===== src/rtl/tick_timer_arbiter.sv =====
// Shared prescaled delay timer arbitrated round-robin among four requesters.
// The owner holds the timer for dly ticks and then gets a one-cycle done pulse.
module tick_timer_arbiter #(
  parameter int PRESCALE = 250000,
  parameter int CNT_W    = 16
) (
  input  logic               clk,
  input  logic               reset,
  input  logic [3:0]         req,
  input  logic [4*CNT_W-1:0] dly,
  output logic [3:0]         grant,
  output logic [3:0]         done,
  output logic               busy,
  output logic               tick
);

  localparam int PW = (PRESCALE < 1) ? 1 : $clog2(PRESCALE + 1);
  localparam logic [PW-1:0] PMAX = PW'(PRESCALE);

  typedef enum logic [1:0] {S_IDLE, S_RUN, S_DONE} state_t;

  state_t            state_q, state_d;
  logic [1:0]        owner_q, owner_d;
  logic [1:0]        rr_q, rr_d;
  logic [CNT_W-1:0]  rem_q, rem_d;
  logic [PW-1:0]     presc_q, presc_d;

  logic [1:0]        winner;
  logic [1:0]        cand;
  logic              win_vld;

  // Scan starts after the last granted index; k=4 wraps back to it, so the
  // previous owner is always considered last.
  always_comb begin
    winner  = rr_q;
    cand    = rr_q;
    win_vld = 1'b0;
    for (int unsigned k = 1; k <= 4; k++) begin
      cand = rr_q + 2'(k);
      if (!win_vld && req[cand]) begin
        winner  = cand;
        win_vld = 1'b1;
      end
    end
  end

  always_comb begin
    state_d = state_q;
    owner_d = owner_q;
    rr_d    = rr_q;
    rem_d   = rem_q;
    presc_d = presc_q;
    tick    = 1'b0;
    grant   = '0;
    done    = '0;
    busy    = 1'b0;
    case (state_q)
      S_IDLE: begin
        presc_d = '0;
        if (win_vld) begin
          state_d = S_RUN;
          owner_d = winner;
          rr_d    = winner;
          rem_d   = dly[int'(winner)*CNT_W +: CNT_W];
        end
      end
      S_RUN: begin
        busy  = 1'b1;
        grant = 4'b0001 << owner_q;
        tick  = (presc_q == PMAX);
        if (!req[owner_q]) begin
          state_d = S_IDLE;
          presc_d = '0;
        end else if (rem_q == '0) begin
          state_d = S_DONE;
        end else begin
          presc_d = tick ? '0 : presc_q + PW'(1);
          if (tick) begin
            rem_d = rem_q - CNT_W'(1);
            if (rem_q == CNT_W'(1)) state_d = S_DONE;
          end
        end
      end
      S_DONE: begin
        done    = 4'b0001 << owner_q;
        presc_d = '0;
        state_d = S_IDLE;
      end
      default: state_d = S_IDLE;
    endcase
  end

  always_ff @(posedge clk) begin
    if (reset) begin
      state_q <= S_IDLE;
      owner_q <= '0;
      rr_q    <= 2'd3;
      rem_q   <= '0;
      presc_q <= '0;
    end else begin
      state_q <= state_d;
      owner_q <= owner_d;
      rr_q    <= rr_d;
      rem_q   <= rem_d;
      presc_q <= presc_d;
    end
  end

endmodule


===== config.mk =====
export PLATFORM = sky130hd
export DESIGN_NAME = tick_timer_arbiter
export DESIGN_NICKNAME = d
export VERILOG_FILES = /design/src/rtl/tick_timer_arbiter.sv
export SDC_FILE = /design/constraint.sdc
export NUM_CORES = 1
export LEC_CHECK = 0
export BUFFER_PORTS_ARGS = -buffer_cell sky130_fd_sc_hd__buf_4
export CAP_MARGIN = 20
export CELL_PAD_IN_SITES_DETAIL_PLACEMENT = 0
export CELL_PAD_IN_SITES_GLOBAL_PLACEMENT = 1
export CORE_AREA = 2 2 78 117
export DETAILED_ROUTE_END_ITERATION = 10
export DIE_AREA = 0 0 80 119
export PLACE_DENSITY_LB_ADDON = 0.3
export SYNTH_ARGS = -nofsm -noshare
export SYNTH_HDL_FRONTEND = slang
export SYNTH_SLANG_ARGS = --single-unit

===== constraint.sdc =====
create_clock -name clk -period 2.3 [get_ports clk]
set_input_delay 0.115 -clock clk [delete_from_list [all_inputs] [get_ports clk]]
set_output_delay 0.115 -clock clk [all_outputs]
set_load 0.01 [all_outputs]

==> results of run 1 <==
==> routing by layer <==
layer  vias to the layer above  GRT usage, %  share of wire (%)
met5                         -             0                  0
met4                         0          6.67                2.6
met3                        14          3.26                3.7
met2                        83          34.4                 56
met1                      1399          19.0                 38
li1                       1540             -                  -
==> state kept, by name (all words and copies together), names as in the netlist <==
signal and count:
state_q 2, rr_q 2, presc_q 18, owner_q 2, rem_q 16
==> cells in the mapped netlist (all sizes together) (6+ instances only) <==
library cell and instances:
nor4 8, xnor2 7, o21ai 22, nand2 25, inv 11, mux2i 40
dfxtp 40, xor2 6, clkbuf 10, nor2 50, buf 10, or4 6
a21oi 30, nor3 15, nand2b 6, nand3 7
==> report_power, final <==
part / internal (mW) / switching, mW / total [mW]
sequential: 0.760 / 0.0586 / 0.818
combinational: 0.562 / 0.541 / 1.10
clock: 0.393 / 0.275 / 0.668
total: 1.72 / 0.875 / 2.59
==> cell families after synthesis <==
logic type	Yosys count
and+or+nand+nor	147
muxes	44
AOI/OAI and AO/OA	82
adders and majority gates	4
buffers and inverters	31
DFF	40
xor gates and xnor gates	13
==> worst max-delay path, delay by kind of cell, from the launching register on <==
family | cells | cell delay (ns)
AO/OA/AOI/OAI | 2 | 0.50
XOR/XNOR | 1 | 0.15
adder cells (fa/ha/maj) | 1 | 0.13
buffers and inverters | 1 | 0.07
flip-flops | 1 | 0.32
AND/OR/NAND/NOR | 4 | 1.00
==> placed cells by master, fill, tap and decap left out, types with 3 or more instances in the layout <==
cell       netlist  final
nor4_1           6      6
xor2_1           6      6
buf_4            0    123
nand3_1          7      7
nand2b_1         6      6
o21ai_0         17     17
a221oi_1         4      3
o211ai_1         4      4
dfxtp_1         40     38
buf_12           0      3
a211oi_1         4      4
nor2_1          49     48
nor4bb_1         3      3
mux2i_1         40     40
ha_1             4      3
inv_1           11      9
nand2_1         24     24
nand4_1          3      3
o22ai_1          3      3
a21o_1           4      4
xnor2_1          4      4
nor3_1          14     13
xnor2_2          3      3
a21oi_1         29     29
or4_1            5      5
clkbuf_16        0      5
==> through the flow <==
step	TNS (ns)	instance area [um^2]
after CTS	0	4090
after floorplan	0	2940
final	0	4150
after global routing	-0.282	4150
after global placement	0	3950
after detailed placement	0	3950
==> worst paths after layout <==
| path | cells past startpoint | endpoint | startpoint | slack [ns] |
|---|---|---|---|---|
| worst max-delay path | 9 | presc_q[16] | rem_q[1] | 0.02 |
| worst min-delay path | 2 | state_q[0] | reset | 0.19 |
| worst max register to register | 9 | presc_q[16] | rem_q[1] | 0.02 |
| worst min register to register | 2 | rem_q[7] | rem_q[7] | 0.48 |
==> what timing repair did <==
action,CTS,global route
endpoints found under the hold margin,0,0
setup buffers,0,4
gates resized for setup,1,7
pin swaps,0,8
endpoints found under the setup margin,2,16
==> area by class of cell <==
type | instances | area (um^2) | share of cell area [%]
Clock buffer | 5 | 125 | 3.01
Tap cell | 110 | 138 | 3.32
Timing Repair Buffer | 126 | 983 | 23.7
Multi-Input combinational cell | 290 | 2050 | 49.3
Inverter | 11 | 41.3 | 0.995
Sequential cell | 40 | 803 | 19.3
Clock inverter | 2 | 12.5 | 0.301
==> impl_metrics.csv, run 1 <==
group,metric,value,unit
run_status,status,"completed",
final_layout,final_cell_count_no_fill,584,
final_layout,nets,548,
yosys,yosysUniqueCellTypes,62,
placement,portBuffers,79,
worst_setup_path,crit_required,2.48,ns
placement,dp.cells,573,
power_and_ir_drop,p_leak,1.71,nW
grt,grt_pass1_vias,3020,
routing,routed_wl,8340,um
yosys,synth_top_family_by_area,"simple AND/OR/NAND/NOR gates",
yosys,synth_top_area_share,27.5,%
clocking,insertion_delay,0.29,ns
routing,drc_errors,0,
clocking,cts.sinks,40,
final_layout,fillers,876,
final_layout,layout-drive-gt1-share,36.3,%
worst_setup_path,crit_arrival,2.46,ns
grt,grt_pass1_wl,13700,um
sta,finalCriticalPeriod,2.28,ns
sta,worst_slew_pin_slew,0.578,ns
yosys,synth_top_cell_by_area,"dfxtp_1",
routing,antenna_left,0,
yosys,avgSynthCellArea,8.07,um^2
worst_setup_path,cpMaxStageDelayCell,"or3_4",
clocking,cts_hold_buf,0,
floorplanning,chipWidth,80,um
routing,dr.pass1.iters,4,
yosys,synth_edf_count,0,
power_and_ir_drop,irDropWorstVdd,0.296,mV
yosys,yosys_warnings,0,
yosys,synth_adder_area_share,1.72,%
job,drv_cap,0,
worst_setup_path,cp-start-kind,"flop",
final_layout,n_antenna_cell,0,
clocking,htreeDepth,2,
routing,viasPerCell,5.20,
sta,drv_slew,0,
placement,place_hpwl,6640,um
worst_setup_path,path_cells,"inv_2, ha_4, or3b_4, or3_4, o21a_4, o211ai_4, nor3b_2, xnor2_1, nor2_1",
clocking,clk_pin_slew_worst_paths,0.06,ns
power_and_ir_drop,p_per_area,624,nW/um^2
routing,via_count,3036,
yosys,synth_area,2910,um^2
yosys,synth_seq_cells,40,
final_layout,finish.utilization,48.2,%
sta,hold_ws,0.195,ns
yosys,synth_compound_area_share,17.9,%
yosys,ys_async_sr_fraction,0,%
hold_path,hp-class,"in2reg",
grt,overflow,0,
grt,grt_usage,18.1,%
yosys,synthSimpleGateAreaFrac,27.3,%
floorplanning,core-area,8620,um^2
yosys,ys_seq_area_share,27.5,%
worst_setup_path,cp-end-kind,"flop",
floorplanning,initial_utilization,33.8,%
floorplanning,die_y,119,um
yosys,netlist_instances,361,
sta,relSlewSlack,61.3,%
sta,grt_setup_unrepaired,"yes",
routing,avgRoutedWirePerCell,14.3,um
floorplanning,num_io_pins,80,
floorplanning,dieArea,9520,um^2
yosys,synthMuxAreaShare,16.1,%
sta,setup_ws,0.0230,ns
clocking,clock-root-buffer,"clkbuf_16",
clocking,cts_buffers,5,
placement,dpl_worst_slack,0.00776,ns
sta,final-setup-viol-count,0,
worst_setup_path,critical_path.max_stage_delay,0.45,ns
floorplanning,rows,42,
worst_setup_path,cp_max_fo,6,
grt,antenna_found_initial,0,
clocking,cts_tree,"done",
sta,hold_violations,0,
yosys,synth_area_leaders,"dfxtp_1 27%, mux2i_1 14%, nor2_1 6.3%",
placement,place.gp.congestion,0.886,
yosys,ys.flop_type,"dfxtp_1",
routing,drt_iter0_drc,78,
grt,grt_max_degree,27,
sta,fin_worst_skew,0.00902,ns
sta,period_share,99.0,%
power_and_ir_drop,p_total,2.59,mW
final_layout,area_growth,42.5,%
worst_setup_path,worstSetupPathType,"reg2reg",
clocking,clk_path_buf_depth,2,
yosys,synth-xor-area-share,4.68,%
yosys,synth_nets,435,
sta,fmax,439,MHz
Power figures use the tool's default switching activity.
==> run 2, diff against run 1 <==
BUFFER_PORTS_ARGS = not set   (was -buffer_cell sky130_fd_sc_hd__buf_4)
CORE_AREA = 2 2 72 108   (was 2 2 78 117)
CTS_BUF_LIST = sky130_fd_sc_hd__clkbuf_16   (was not set)
DIE_AREA = 0 0 74 110   (was 0 0 80 119)
DONT_BUFFER_PORTS = 1   (was not set)
==> run 2 against run 1 <==
Against the previous run: the run now ends with hold timing left; die area decreased by 14%; worst setup slack about the same; core utilization increased by 1.3 points; combinational power decreased by 13%; cell area decreased by 15%; flip-flop and latch count unchanged; wire length decreased by 11%; worst hold slack got worse by 0.29 ns; critical path depth unchanged; critical endpoint unchanged.
==> impl_metrics.csv, run 2 (synthesis results as in run 1) <==
group,metric,value,unit
run_status,status,"finished with violations",
run_status,violations,"hold timing",
sta,setup_ws,0.0226,ns
final_layout,mostFrequentLayoutCells,"48 x nor2_1, 40 x mux2i_1, 39 x dfxtp_1, 39 x buf_4, 29 x a21oi_1",
worst_setup_path,cpMaxStageDelayCell,"or3_4",
routing,routed_wl,7430,um
placement,placed_cell_area,3300,um^2
routing,antenna_left,0,
final_layout,final_area,3550,um^2
placement,portBuffers,0,
worst_setup_path,critical_path.max_stage_delay,0.44,ns
clocking,clk_pin_slew_worst_paths,0.06,ns
worst_setup_path,path_cells,"inv_2, ha_4, or3b_4, or3_4, o21a_4, o211ai_4, nor3b_2, xnor2_1, nor2_1",
worst_setup_path,worstSetupPathType,"reg2reg",
clocking,cts_buffers,5,
final_layout,largest_reg_flops,18,
placement,place_hpwl,5610,um
routing,drc_errors,0,
sta,hold_ws,-0.0984,ns
power_and_ir_drop,p_per_area,688,nW/um^2
job,drv_cap,0,
worst_setup_path,worst-r2r-setup-slack,0.02,ns
clocking,cts.sinks,40,
sta,drv_slew,0,
clocking,cts_tree,"done",
grt,grt_pass1_vias,2620,
final_layout,final_common_cell,"nor2_1",
final_layout,finish.utilization,49.4,%
sta,hold_violations,22,
worst_setup_path,crit_arrival,2.45,ns
routing,viasPerCell,5.59,
floorplanning,initial_utilization,40.6,%
worst_setup_path,r2r_cells,9,
sta,finalCriticalPeriod,2.28,ns
hold_path,hold_depth,1,
sta,relSlewSlack,68.5,%
worst_setup_path,rr_startpoint,"rem_q[1]",
floorplanning,dieArea,8140,um^2
hold_path,worstHoldEndpoint,"rem_q[7]",
grt,grt_usage,19.3,%
power_and_ir_drop,irDropWorstVdd,0.350,mV
power_and_ir_drop,p_leak,1.32,nW
sta,worst_slew_pin_slew,0.468,ns
floorplanning,core-area,7180,um^2
clocking,insertion_delay,0.28,ns
routing,dr.pass1.iters,4,
final_layout,n_antenna_cell,0,
sta,period_share,99.0,%
floorplanning,rows,38,
floorplanning,num_io_pins,80,
floorplanning,die_y,110,um
final_layout,area_growth,21.8,%
worst_setup_path,cp_max_fo,6,
final_layout,top_regs,"presc_q x18, rem_q x16",
floorplanning,chipWidth,74,um
grt,overflow,0,
clocking,clock-root-buffer,"clkbuf_16",
final_layout,layout-drive-gt1-share,23.0,%
placement,place.gp.congestion,0.810,
grt,grt_pass1_wl,12200,um
hold_path,min-delay-start,"reset",
routing,via_count,2749,
clocking,cts_hold_buf,3,
sta,fin_worst_skew,0.00502,ns
routing,drt_iter0_drc,111,
sta,fmax,439,MHz
clocking,clk_path_buf_depth,2,
routing,avgRoutedWirePerCell,15.1,um
worst_setup_path,rr_endpoint,"presc_q[16]",
sta,grt_setup_unrepaired,"yes",
clocking,htreeDepth,2,
worst_setup_path,cp-start-kind,"flop",
final_layout,largest-register,"presc_q",
placement,dpl_worst_slack,0.0145,ns
final_layout,nets,466,
worst_setup_path,crit_required,2.47,ns
hold_path,hp-class,"in2reg",
sta,final-setup-viol-count,0,
grt,antenna_found_initial,0,
grt,grt_max_degree,34,
worst_setup_path,cp-end-kind,"flop",
-- run 2: changes by cell type in the layout (fill, tap and decap cells not counted), moves of 2 or more --
cell           previous run  this run
nor4bb_2                  0         2
nor4bb_1                  3         1
buf_4                   123        39
dlygate4sd3_1             0         3
-- run 2: final cells by class --
cell class	count	area, um^2
multi-input combinational	290	2080
timing repair buffer	44	363
clock buffer	5	125
inverter	11	41.3
tap	100	125
clock inverter	2	8.76
fill	693	3630
sequential	40	802
-- run 2: where the power goes --
group	switching, mW	internal, mW
clock	0.278	0.390
combinational	0.498	0.460
sequential	0.0576	0.759
-- run 2: metrics by stage --
| step | std cells | TNS (ns) | power (mW) |
|---|---|---|---|
| final | 492 | 0 | 2.44 |
| after global routing | 492 | -0.0451 | 2.59 |
| after CTS | 489 | 0 | 2.43 |
| after detailed placement | 479 | 0 | 1.75 |
| after global placement | 479 | 0 | 1.74 |
| after floorplan | 361 | 0 | 1.50 |
-- run 2: repair_timing --
action | 4_1_cts | 5_1_grt
resized for setup | 0 | 13
buffers inserted | 0 | 3
endpoints found under the setup margin | 0 | 26
hold endpoints to repair | 25 | 22
-- run 2: critical path, delay by kind of cell, from the launching register on --
family,cells,cell delay [ns]
compound gates,2,0.51
simple gates,4,0.96
flops,1,0.33
xor+xnor,1,0.15
fa+ha+maj,1,0.13
buf+inv,1,0.08
-- run 2: per-layer routing --
metal  share of wire, %  wire length (um)  vias to the layer above  track usage [%]
met2                 54              3980                       96             35.5
li1                   -                 -                     1376                -
met3                4.6               339                       12             2.82
met4                2.4               180                        0             8.96
met1                 39              2930                     1265             21.3
met5                  0                 0                        -                0
-- run 2: worst max-delay path by stage --
stage	from	slack [ns]	end
2_1_floorplan	rem_q[0]	0.01	presc_q[10]
3_3_place_gp	rem_q[1]	0.04	presc_q[10]
3_5_place_dp	rem_q[1]	0.01	presc_q[16]
4_1_cts	rem_q[1]	0.0006	presc_q[16]
5_1_grt	rem_q[1]	-0.05	presc_q[16]
6_report	rem_q[1]	0.02	presc_q[16]
==> run 3, diff against run 2 <==
CELL_PAD_IN_SITES_DETAIL_PLACEMENT = not set   (was 0)
CELL_PAD_IN_SITES_GLOBAL_PLACEMENT = not set   (was 1)
CORE_AREA = 2 2 66 99   (was 2 2 72 108)
DIE_AREA = 0 0 68 101   (was 0 0 74 110)
==> run 3 against run 2 <==
Against the previous run: the flow now finishes without violations; sequential power rose by 0.5%; critical path depth did not move; global-route usage rose by 4.1 points; flip-flop and latch count did not move; die area fell by 16%; core utilization rose by 10 points; worst hold slack improved by 0.28 ns; register-to-register slack barely moved; highest routed layer unchanged.
==> impl_metrics.csv, run 3 (synthesis results as in run 1) <==
group,metric,value,unit
final_layout,final_area,3610,um^2
worst_setup_path,cp-start-kind,"flop",
final_layout,nets,473,
sta,worst_slew_pin_slew,0.962,ns
worst_setup_path,rr_startpoint,"rem_q[1]",
floorplanning,die_y,101,um
final_layout,layout-drive-gt1-share,25.1,%
routing,dr.pass1.iters,4,
routing,drt_iter0_drc,142,
worst_setup_path,crit_arrival,2.44,ns
routing,routed_wl,7750,um
sta,final-setup-viol-count,0,
sta,grt_setup_unrepaired,"yes",
routing,avgRoutedWirePerCell,16.4,um
sta,relSlewSlack,35.6,%
final_layout,area_growth,23.8,%
job,drv_cap,0,
clocking,htreeDepth,2,
grt,overflow,0,
worst_setup_path,cp_max_fo,6,
sta,period_share,99.0,%
clocking,clk_path_buf_depth,2,
routing,via_count,2905,
grt,busiest_layer,"met2",
hold_path,min-delay-start,"dly[53]",
worst_setup_path,r2r_cells,9,
run_status,status,"completed",
sta,fin_worst_skew,0.00692,ns
sta,finalCriticalPeriod,2.28,ns
placement,place_hpwl,5790,um
worst_setup_path,crit_start,"rem_q[1]",
worst_setup_path,rr_endpoint,"presc_q[14]",
power_and_ir_drop,p_leak,1.36,nW
final_layout,mostFrequentLayoutCells,"48 x nor2_1, 45 x buf_4, 40 x mux2i_1",
floorplanning,num_io_pins,80,
worst_setup_path,critical_path.max_stage_delay,0.44,ns
sta,drv_slew,0,
grt,grt_pass1_vias,2698,
clocking,cts_buffers,5,
worst_setup_path,path_cells,"inv_4, ha_4, or3b_4, or3_4, o21a_4, o211ai_4, nor3b_2, xnor2_1, nor2_1",
worst_setup_path,path_depth,9,
grt,grtUsageMet2,42.4,%
clocking,cts.sinks,40,
worst_setup_path,worstSetupPathType,"reg2reg",
routing,drc_errors,0,
floorplanning,rows,35,
worst_setup_path,crit_required,2.46,ns
power_and_ir_drop,p_per_area,702,nW/um^2
clocking,clock-root-buffer,"clkbuf_16",
power_and_ir_drop,irDropWorstVdd,0.399,mV
final_layout,largest_reg_flops,18,
sta,fmax,439,MHz
placement,place.gp.congestion,0.890,
hold_path,hold_depth,4,
final_layout,largest-register,"presc_q",
placement,placed_cell_area,3290,um^2
routing,antenna_left,0,
grt,antenna_found_initial,0,
final_layout,finish.utilization,59.7,%
worst_setup_path,cp_top_family,"simple AND/OR/NAND/NOR gates",
clocking,clk_pin_slew_worst_paths,0.06,ns
floorplanning,initial_utilization,48.2,%
clocking,insertion_delay,0.28,ns
grt,grt_usage,23.4,%
floorplanning,dieArea,6870,um^2
grt,met3_usage,4.02,%
floorplanning,core-area,6040,um^2
worst_setup_path,cp-endpoint,"presc_q[14]",
worst_setup_path,path_buf_inv,1,
clocking,cts_tree,"done",
routing,viasPerCell,6.14,
floorplanning,chipWidth,68,um
worst_setup_path,worst-r2r-setup-slack,0.02,ns
hold_path,hp-class,"in2reg",
final_layout,top_regs,"presc_q x18, rem_q x16",
worst_setup_path,cp-end-kind,"flop",
sta,hold_violations,0,
final_layout,n_antenna_cell,0,
worst_setup_path,cpMaxStageDelayCell,"or3_4",
placement,portBuffers,0,
final_layout,final_common_cell,"nor2_1",
grt,grt_max_degree,26,
grt,grt_pass1_wl,12400,um
grt,grtUsageMet1,24.7,%
## run 3: cell count changes in the layout (fill, tap and decap cells not counted), moves of 2 or more
cell / previous run / this run
dlygate4sd3_1: 3 / 1
buf_4: 39 / 45
nor3_2: 3 / 1
buf_6: 0 / 2
clkinv_1: 0 / 2
## run 3: worst reg2reg max path: cells and delay by family (launching register included)
family / cells / cell delay (ns)
AO/OA/AOI/OAI: 2 / 0.48
flip-flops: 1 / 0.35
XOR/XNOR: 1 / 0.16
AND/OR/NAND/NOR: 4 / 0.99
buffers and inverters: 1 / 0.06
adder cells (fa/ha/maj): 1 / 0.13
## run 3: how the worst min path moves through the flow
stage	slack, ns	endpoint
2_1_floorplan	0.43	state_q[1]
3_3_place_gp	0.19	rem_q[4]
3_5_place_dp	0.19	owner_q[1]
4_1_cts	0.19	rem_q[5]
5_1_grt	0.24	presc_q[8]
6_report	0.19	rem_q[5]
## run 3: cell type report
type	instances	area [um^2]
timing repair buffer	51	430
tap	74	92.6
multi-input combinational	290	2100
sequential	40	805
clock inverter	2	7.51
fill	557	2440
clock buffer	5	125
inverter	11	43.8
## run 3: power breakdown
part	switching (mW)	internal, mW	total [mW]
Sequential	0.0614	0.760	0.821
Clock	0.265	0.388	0.653
Combinational	0.544	0.515	1.06
## run 3: layer usage
metal,part of all wire (%),vias up
li1,-,1401
met1,37,1375
met2,55,107
met3,4.3,22
met4,3.5,0
met5,0,-
## run 3: what timing repair did
item	in CTS	in global routing
setup buffers	0	9
endpoints found under the setup margin	1	30
hold buffers	1	0
endpoints found under the hold margin	25	0
pin swaps	1	7
gates resized for setup	0	22
cloned	0	0
## run 3: through the flow
step           cells  setup TNS, ns  hold slack (ns)  setup slack, ns  power [mW]
3_3_place_gp     456              0            0.189           0.0668        1.75
5_1_grt          473         -0.373            0.237          -0.0910        2.66
3_5_place_dp     456              0            0.191          0.00432        1.78
4_1_cts          464              0            0.192          0.00808        2.44
6_report         473              0            0.185           0.0221        2.53
2_1_floorplan    361              0            0.429           0.0108        1.50
